===== config.mk =====
export PLATFORM = sky130hd
export DESIGN_NAME = slave_addr_burst_gen
export DESIGN_NICKNAME = d
export VERILOG_FILES = /design/src/rtl/slave_addr_pkg.sv /design/src/rtl/slave_addr_next_calc.sv /design/src/rtl/slave_addr_burst_gen.sv
export SDC_FILE = /design/constraint.sdc
export NUM_CORES = 1
export LEC_CHECK = 0
export CORE_ASPECT_RATIO = 0.5
export CORE_MARGIN = 1.5
export CORE_UTILIZATION = 55
export DETAILED_ROUTE_END_ITERATION = 7
export GPL_TIMING_DRIVEN = 0
export PLACE_DENSITY = 0.75
export SYNTH_ARGS = -nofsm -noshare
export SYNTH_HDL_FRONTEND = slang
export SYNTH_SLANG_ARGS = --single-unit

===== constraint.sdc =====
create_clock -name rd_clk -period 7.1 [get_ports rd_clk]
set_clock_uncertainty 0.2 [all_clocks]
set_input_delay 1.42 -clock rd_clk [delete_from_list [all_inputs] [get_ports rd_clk]]
set_output_delay 1.42 -clock rd_clk [all_outputs]
set_load 0.02 [all_outputs]

===== src/rtl/slave_addr_pkg.sv =====
// Shared definitions for the slave read-address burst generator.
// Holds entry field layout, burst encodings and FSM states.
package slave_addr_pkg;

    localparam int BURST_W = 2;
    localparam int SIZE_W  = 2;

    localparam logic [1:0] BURST_FIXED = 2'b00;
    localparam logic [1:0] BURST_INCR  = 2'b01;
    localparam logic [1:0] BURST_WRAP  = 2'b10;
    localparam logic [1:0] BURST_RSVD  = 2'b11;

    typedef enum logic [1:0] {
        ST_IDLE,
        ST_FETCH,
        ST_BURST
    } state_t;

    function automatic int len_lsb(input int addr_w);
        return addr_w;
    endfunction

    function automatic int burst_lsb(input int addr_w, input int len_w);
        return addr_w + len_w;
    endfunction

    function automatic int size_lsb(input int addr_w, input int len_w);
        return addr_w + len_w + BURST_W;
    endfunction

endpackage


===== src/rtl/slave_addr_next_calc.sv =====
// Next beat address for FIXED, INCR and WRAP bursts.
// Purely combinational; unsupported WRAP lengths fall back to INCR.
module slave_addr_next_calc
    import slave_addr_pkg::*;
#(
    parameter int ADDR_W = 32,
    parameter int LEN_W  = 8
) (
    input  logic [ADDR_W-1:0] cur,
    input  logic [ADDR_W-1:0] addr,
    input  logic [LEN_W-1:0]  len,
    input  logic [1:0]        burst,
    input  logic [1:0]        size,
    output logic [ADDR_W-1:0] next
);

    logic [ADDR_W-1:0] step;
    logic [ADDR_W-1:0] step_mask;
    logic [ADDR_W-1:0] wrap_bytes;
    logic [ADDR_W-1:0] wrap_mask;
    logic [ADDR_W-1:0] base;
    logic [ADDR_W-1:0] incr_next;
    logic [ADDR_W-1:0] wrap_next;
    logic              wrap_ok;

    // address arithmetic and burst-type selection
    always_comb begin
        step       = ADDR_W'(1) << size;
        step_mask  = step - ADDR_W'(1);
        wrap_bytes = (ADDR_W'(len) + ADDR_W'(1)) << size;
        wrap_mask  = wrap_bytes - ADDR_W'(1);
        base       = addr & ~wrap_mask;
        wrap_ok    = (len == LEN_W'(1)) || (len == LEN_W'(3)) ||
                     (len == LEN_W'(7)) || (len == LEN_W'(15));
        incr_next  = (cur & ~step_mask) + step;
        wrap_next  = base + ((cur - base + step) & wrap_mask);
        next       = incr_next;
        unique case (1'b1)
            (burst == BURST_FIXED):           next = addr;
            (burst == BURST_WRAP) && wrap_ok: next = wrap_next;
            default:                          next = incr_next;
        endcase
    end

endmodule


===== src/rtl/slave_addr_burst_gen.sv =====
// Pops address entries from an async FIFO read port and expands
// each into per-beat addresses with a valid/ready handshake.
module slave_addr_burst_gen
    import slave_addr_pkg::*;
#(
    parameter int ADDR_W  = 32,
    parameter int LEN_W   = 8,
    parameter int ENTRY_W = ADDR_W + LEN_W + 4
) (
    input  logic               rd_clk,
    input  logic               rd_rst,
    output logic               fifo_rd_en,
    input  logic [ENTRY_W-1:0] fifo_rd_data,
    input  logic               fifo_rd_empty,
    output logic               beat_valid,
    input  logic               beat_ready,
    output logic [ADDR_W-1:0]  beat_addr,
    output logic [LEN_W-1:0]   beat_idx,
    output logic               beat_last,
    output logic               busy
);

    localparam int LEN_LSB   = len_lsb(ADDR_W);
    localparam int BURST_LSB = burst_lsb(ADDR_W, LEN_W);
    localparam int SIZE_LSB  = size_lsb(ADDR_W, LEN_W);

    state_t            state;
    state_t            state_nx;
    logic [ADDR_W-1:0] addr_q;
    logic [LEN_W-1:0]  len_q;
    logic [1:0]        burst_q;
    logic [1:0]        size_q;
    logic [ADDR_W-1:0] next_addr;
    logic              rst_seen;

    assign beat_valid = (state == ST_BURST);
    assign beat_last  = (state == ST_BURST) && (beat_idx == len_q);
    assign busy       = (state != ST_IDLE);

    slave_addr_next_calc #(
        .ADDR_W (ADDR_W),
        .LEN_W  (LEN_W)
    ) u_next (
        .cur   (beat_addr),
        .addr  (addr_q),
        .len   (len_q),
        .burst (burst_q),
        .size  (size_q),
        .next  (next_addr)
    );

    // blocks popping until one clock edge has passed since reset
    always_ff @(posedge rd_clk or posedge rd_rst) begin
        if (rd_rst) rst_seen <= 1'b0;
        else        rst_seen <= 1'b1;
    end

    // FSM state register
    always_ff @(posedge rd_clk or posedge rd_rst) begin
        if (rd_rst) state <= ST_IDLE;
        else        state <= state_nx;
    end

    // next state and FIFO pop request
    always_comb begin
        state_nx   = state;
        fifo_rd_en = 1'b0;
        unique case (state)
            ST_IDLE: begin
                if (rst_seen && !fifo_rd_empty) begin
                    fifo_rd_en = 1'b1;
                    state_nx   = ST_FETCH;
                end
            end
            ST_FETCH: state_nx = ST_BURST;
            ST_BURST: begin
                if (beat_ready && beat_last) begin
                    if (!fifo_rd_empty) begin
                        fifo_rd_en = 1'b1;
                        state_nx   = ST_FETCH;
                    end else begin
                        state_nx = ST_IDLE;
                    end
                end
            end
            default: state_nx = ST_IDLE;
        endcase
    end

    // entry capture and per-beat address/index advance
    always_ff @(posedge rd_clk or posedge rd_rst) begin
        if (rd_rst) begin
            addr_q    <= '0;
            len_q     <= '0;
            burst_q   <= '0;
            size_q    <= '0;
            beat_addr <= '0;
            beat_idx  <= '0;
        end else if (state == ST_FETCH) begin
            addr_q    <= fifo_rd_data[ADDR_W-1:0];
            len_q     <= fifo_rd_data[LEN_LSB +: LEN_W];
            burst_q   <= fifo_rd_data[BURST_LSB +: BURST_W];
            size_q    <= fifo_rd_data[SIZE_LSB +: SIZE_W];
            beat_addr <= fifo_rd_data[ADDR_W-1:0];
            beat_idx  <= '0;
        end else if (state == ST_BURST && beat_ready && !beat_last) begin
            beat_addr <= next_addr;
            beat_idx  <= beat_idx + LEN_W'(1);
        end
    end

endmodule


# == Yosys cells after proc, flatten, opt, wreduce, memory -nomap -nowiden ==
# Cells that the tools add are included.
# W data, S select, Z words.
# word_totals
out_inout_bits,44
register_bits,87
input_bits,48
# classes
n_eq_ne,10
n_reduce_logical,16
n_mux,13
bitwise,5
n_shift,2
n_addsub,8
# op_table
op,count
$add A32 B32 Y32,3
$and A32 B32 Y32,3
$mux W32,2
$not A32 Y32,2
$pmux W32 S2,1
$sub A32 B1 Y32 const B,2
$shl A1 B2 Y32 const A,1
$shl A32 B2 Y32,1
$sub A32 B32 Y32,1
$mux W8,2
$add A8 B1 Y9 const B,1
$add A8 B1 Y8 const B,1
$eq A8 B1 Y1 const B,1
$eq A8 B2 Y1 const B,1
$eq A8 B3 Y1 const B,1
$eq A8 B4 Y1 const B,1
$eq A8 B8 Y1,1
$logic_and A1 B1 Y1,6
$pmux W2 S3,1
$eq A2 B2 Y1 const B,2
$logic_not A2 Y1,2
$mux W1,4
$mux W2,2
$reduce_bool A2 Y1,2
other kinds (7),10

# == Logic depth before layout (Yosys ltp) ==
# logic_depth
depth_word,12
mapped_depth,36
mapped_depth_nobuf,35

# == Cells and area by module ==
# From an unflattened synthesis, not the netlist that was laid out.
# hier_totals
hier_cells,1303
hier_area_um2,9899.5
# modules_own_cells
module,n_inst,cells_each,area_per_inst_um2
slave_addr_next_calc,1,860,5773.0
slave_addr_burst_gen,1,443,4126.5

# == Worst setup path after synthesis ==
# No wires, ideal clock.
# synth_timing
kind,reg-to-reg
startpoint,reg size_q[1]
endpoint,reg beat_addr[28]
synth_period_minus_slack_ns,6.484
path_slack_ns,0.616
arrival_ns,6.207
stages_incl_launch_ff,30
setup_time_ns,0.077
t_required_ns,6.823
path_cell_list,dfrtp_1 -> buf_6 -> buf_2 -> buf_2 -> or3_1 -> ha_1 -> nand2_1 -> inv_1 -> fa_1 -> inv_1 -> fa_1 -> a211oi_1 -> o21bai_1 -> a211o_1 -> and2_1 -> or3_1 -> and4_1 -> ha_1 -> inv_1 -> o21bai_1 -> a21o_1 -> a211o_1 -> o31a_1 -> a221oi_2 -> o21ai_1 -> nand4_1 -> and2_1 -> mux2i_1 -> a21oi_1 -> o21ai_1
# synth_between
elab_chain_len,11
word_cells_on_any_way,16
classes_between,add/sub: 6; shift: 2; mux: 3; bitwise: 5
# synth_rtl
element,line_no,rtl
"start, declared",slave_addr_burst_gen.sv:32,logic [1:0] size_q;
"start signal, assigned",slave_addr_burst_gen.sv:103,size_q <= fifo_rd_data[SIZE_LSB +: SIZE_W];
$shl A32 B2 Y32,slave_addr_next_calc.sv:30,wrap_bytes = (ADDR_W'(len) + ADDR_W'(1)) << size;
$sub A32 B1 Y32,slave_addr_next_calc.sv:31,wrap_mask = wrap_bytes - ADDR_W'(1);
$not A32 Y32,slave_addr_next_calc.sv:32,base = addr & ~wrap_mask;
$and A32 B32 Y32,slave_addr_next_calc.sv:32,
$sub A32 B32 Y32,slave_addr_next_calc.sv:36,wrap_next = base + ((cur - base + step) & wrap_mask);
$add A32 B32 Y32,slave_addr_next_calc.sv:36,
$and A32 B32 Y32,slave_addr_next_calc.sv:36,
$add A32 B32 Y32,slave_addr_next_calc.sv:36,
$pmux W32 S2 (*),slave_addr_next_calc.sv:38,unique case (1'b1)
$mux W32 (*),slave_addr_burst_gen.sv:106,end else if (state == ST_BURST && beat_ready && !beat_last) begin
$mux W32 (*),slave_addr_burst_gen.sv:99,end else if (state == ST_FETCH) begin
"end signal, assigned",slave_addr_burst_gen.sv:104,beat_addr <= fifo_rd_data[ADDR_W-1:0];
"end signal, assigned",slave_addr_burst_gen.sv:107,beat_addr <= next_addr;
"end, declared",slave_addr_burst_gen.sv:17,"output logic [ADDR_W-1:0] beat_addr,"
# Every way passes the cells marked *; elsewhere a longest branch is shown, timed or not. The select of a mux whose other input is x is not followed.
# A chain may end at the register's enable or synchronous reset.

# == Worst setup path in the final report ==
# layout_timing
startpoint,reg len_q[1]
endpoint,reg beat_addr[30]
# layout_between
elab_chain_len,12
word_cells_on_any_way,25
classes_between,add/sub: 5; eq/ne: 5; shift: 1; mux: 3; bitwise: 3; reduce/logical: 8
# layout_rtl
element,line_no,rtl
"start, declared",slave_addr_burst_gen.sv:30,logic [LEN_W-1:0] len_q;
"start signal, assigned",slave_addr_burst_gen.sv:101,len_q <= fifo_rd_data[LEN_LSB +: LEN_W];
$add A8 B1 Y9,slave_addr_next_calc.sv:30,
$shl A32 B2 Y32,slave_addr_next_calc.sv:30,
$sub A32 B1 Y32,slave_addr_next_calc.sv:31,
$not A32 Y32,slave_addr_next_calc.sv:32,
$and A32 B32 Y32,slave_addr_next_calc.sv:32,
$sub A32 B32 Y32,slave_addr_next_calc.sv:36,
$add A32 B32 Y32,slave_addr_next_calc.sv:36,
$and A32 B32 Y32,slave_addr_next_calc.sv:36,
$add A32 B32 Y32,slave_addr_next_calc.sv:36,
$pmux W32 S2,slave_addr_next_calc.sv:38,
$mux W32,slave_addr_burst_gen.sv:106,
$mux W32,slave_addr_burst_gen.sv:99,
# Parallel ways exist; a longest one is shown, timed or not. The select of a mux whose other input is x is not followed.

==> impl_metrics.tcl <==
set metrics [dict create \
    die_area_mm2 0.0175 \
    path_clk_slew_ns 0.08 \
    ios 92 \
    fmax_ghz 0.142 \
    grt_pass1_vias 8875 \
    via_count 9589 \
    cp_slowest_stage_delay_ns 0.41 \
    drtAntennaViolNets 0 \
    cp_slowest_cell "dfrtp_2" \
    ys_top_cells_by_area "dfrtp_1 24%, ha_1 13%, nand2_1 9.7%, a21oi_1 6.6%, xnor2_1 5.7%" \
    syn_to_final_growth_pct 24.9 \
    gr-max-usage-layer "met2" \
    crit_type "register to register" \
    fin_nets 1488 \
    ys_ff_latch 87 \
    tns_ns 0 \
    r2r_setup_slack_ns 0.08 \
    setup_viol_count_final 0 \
    cp-startpoint "len_q[1]" \
    grt_max_degree 70 \
    synth_cell_types 77 \
    fp-row-count 33 \
    cts_tree "yes" \
    yosysSeqAreaShare_pct 23.7 \
    gp_congestion 0.944 \
    status "finished clean" \
    htreeDepth 3 \
    finalCriticalPeriod_ns 7.02 \
    drv_cap 0 \
    cts.root.buffer_cell "clkbuf_16" \
    grt_pass1_wl_mm 46.2 \
    synthFlopType "dfrtp_1" \
    vias_per_cell 6.11 \
    syn_area_mm2 0.00919 \
    final_hold_viol_count 0 \
    syn_area_per_cell_um2 7.62 \
    cpMostUsedCell "a21o_1" \
    fin_crit_sh_pct 98.9 \
    drtIter0Drc 884 \
    syn_inst 1205 \
    drc 0 \
    synth.top_cell.area_share_pct 23.7 \
    synth_edf_count 0 \
    start_util_pct 56.2 \
    worst_hold_slack_ns 0.318 \
    final_cells 1570 \
    dp_slack_ns -0.454 \
    worstPathRequired_ns 7.19 \
    slew_viol_final 0 \
    grt_usage_pct 34.3 \
    ys_async_sr_fraction_pct 100 \
    relSlewSlack_pct 37.3 \
    synth_common_cells "237 x nand2_1, 121 x a21oi_1, 97 x ha_1" \
    core_mm2 0.0164 \
    cp-end-kind "register" \
    fin_ws_ns 0.0752 \
    global_route.usage.met3_pct 7.37 \
    clock_sinks 87 \
    startpoint_type "register" \
    drt_pass1_iterations 6 \
    post-synth-top-count-cell "nand2_1" \
    cts_buffer_depth 2 \
    wire_per_inst_um 19.3 \
    yosys_warnings 0 \
    routed_wl_mm 30.3 \
    clock_latency_ns 0.36 \
    antenna_found_initial 0 \
    io_buffers 91 \
    hold_class "register to register" \
    hold_buffers 0 \
    synth_top_cell_by_area "dfrtp_1" \
    dp_hpwl_mm 22.6 \
    grt-ovfl-total 0 \
    r2r_start "len_q[1]" \
    worst_hold_startpoint "addr_q[14]" \
    drive_gt1_share_pct 13.4 \
    arrival_ns 7.12 \
    dieHeight_um 94.4 \
    cp_max_fo 8 \
    worst_pin_slew_ns 0.937 \
    gr-usage-met2_pct 54.7 \
    use_met1_pct 46.4 \
    syn_nets 1355 \
    antenna_cells 0 \
    die_w_um 186 \
    dpl.cell_count 1524 \
    cts_buffers 9 \
]
through the flow:
step           util (%)  area, um^2
3_5_place_dp       63.7       10400
2_1_floorplan         -        9190
6_report           70.1       11500
3_3_place_gp       63.5       10400
4_1_cts            66.6       10900
5_1_grt            70.1       11500
worst max-delay path: cells and delay by family, from the launching register on:
| family | cells | cell delay [ns] |
|---|---|---|
| xor+xnor | 3 | 0.71 |
| fa+ha+maj | 4 | 0.94 |
| buf+inv | 4 | 0.44 |
| flops | 1 | 0.41 |
| mux | 2 | 0.33 |
| simple gates | 7 | 1.34 |
| compound gates | 13 | 2.58 |
registers in the layout, indices dropped and copies added (netlist names):
register,cells
addr_q,32
beat_addr,32
size_q,2
beat_idx,8
rst_seen,1
burst_q,2
state,2
len_q,8
cell families after synthesis:
group	count (synthesis)	synth area share (%)
xor gates and xnor gates	103	9.82
AOI/OAI and AO/OA	333	23.5
other	1	0.0408
buffers and inverters	116	5.09
adders and majority gates	102	14.3
and+or+nand+nor	450	22.1
DFF	87	23.7
muxes	13	1.44
cell usage in the layout (no fill, tap or decap), drive strengths merged, types with 15 or more instances in the layout:
cell type	synthesis	layout
nand2	238	238
a21oi	126	126
ha	97	97
clkdlybuf4s50	0	91
o21ai	89	89
dfrtp	87	87
nor2	74	74
inv	66	68
xnor2	60	60
buf	14	47
xor2	43	43
clkbuf	35	42
nand3	29	29
a21o	27	27
nor3	18	18
nor2b	16	16
nand4	15	15
worst paths after layout:
check | depth (start not counted) | endpoint
max | 33 | beat_addr[30]
min | 2 | addr_q[14]
max reg2reg | 33 | beat_addr[30]
min reg2reg | 2 | addr_q[14]
max in group asynchronous | 3 | beat_addr[18]
min in group asynchronous | 2 | len_q[6]
repair_timing:
item	in CTS	in global routing
setup buffers	6	24
resized for setup	32	88
pin swaps	12	30
endpoints found under the setup margin	11	14
layer usage:
metal  wire (um)  up-vias
met2       13800      427
met3        2680       58
met5           0        -
li1            -     4496
met4         679        0
met1       13200     4608
final cells by class:
cell class / instances / area, um^2
multi-input combinational: 1002 / 7040
fill: 1346 / 4880
sequential: 87 / 2180
timing repair buffer: 122 / 1160
tap: 227 / 284
inverter: 67 / 258
buffer: 49 / 256
clock buffer: 9 / 225
clock inverter: 7 / 66.3
Power is left out: the tool's default activity adds up to more than one toggle a clock period on the data nets, which glitch-free logic cannot reach.
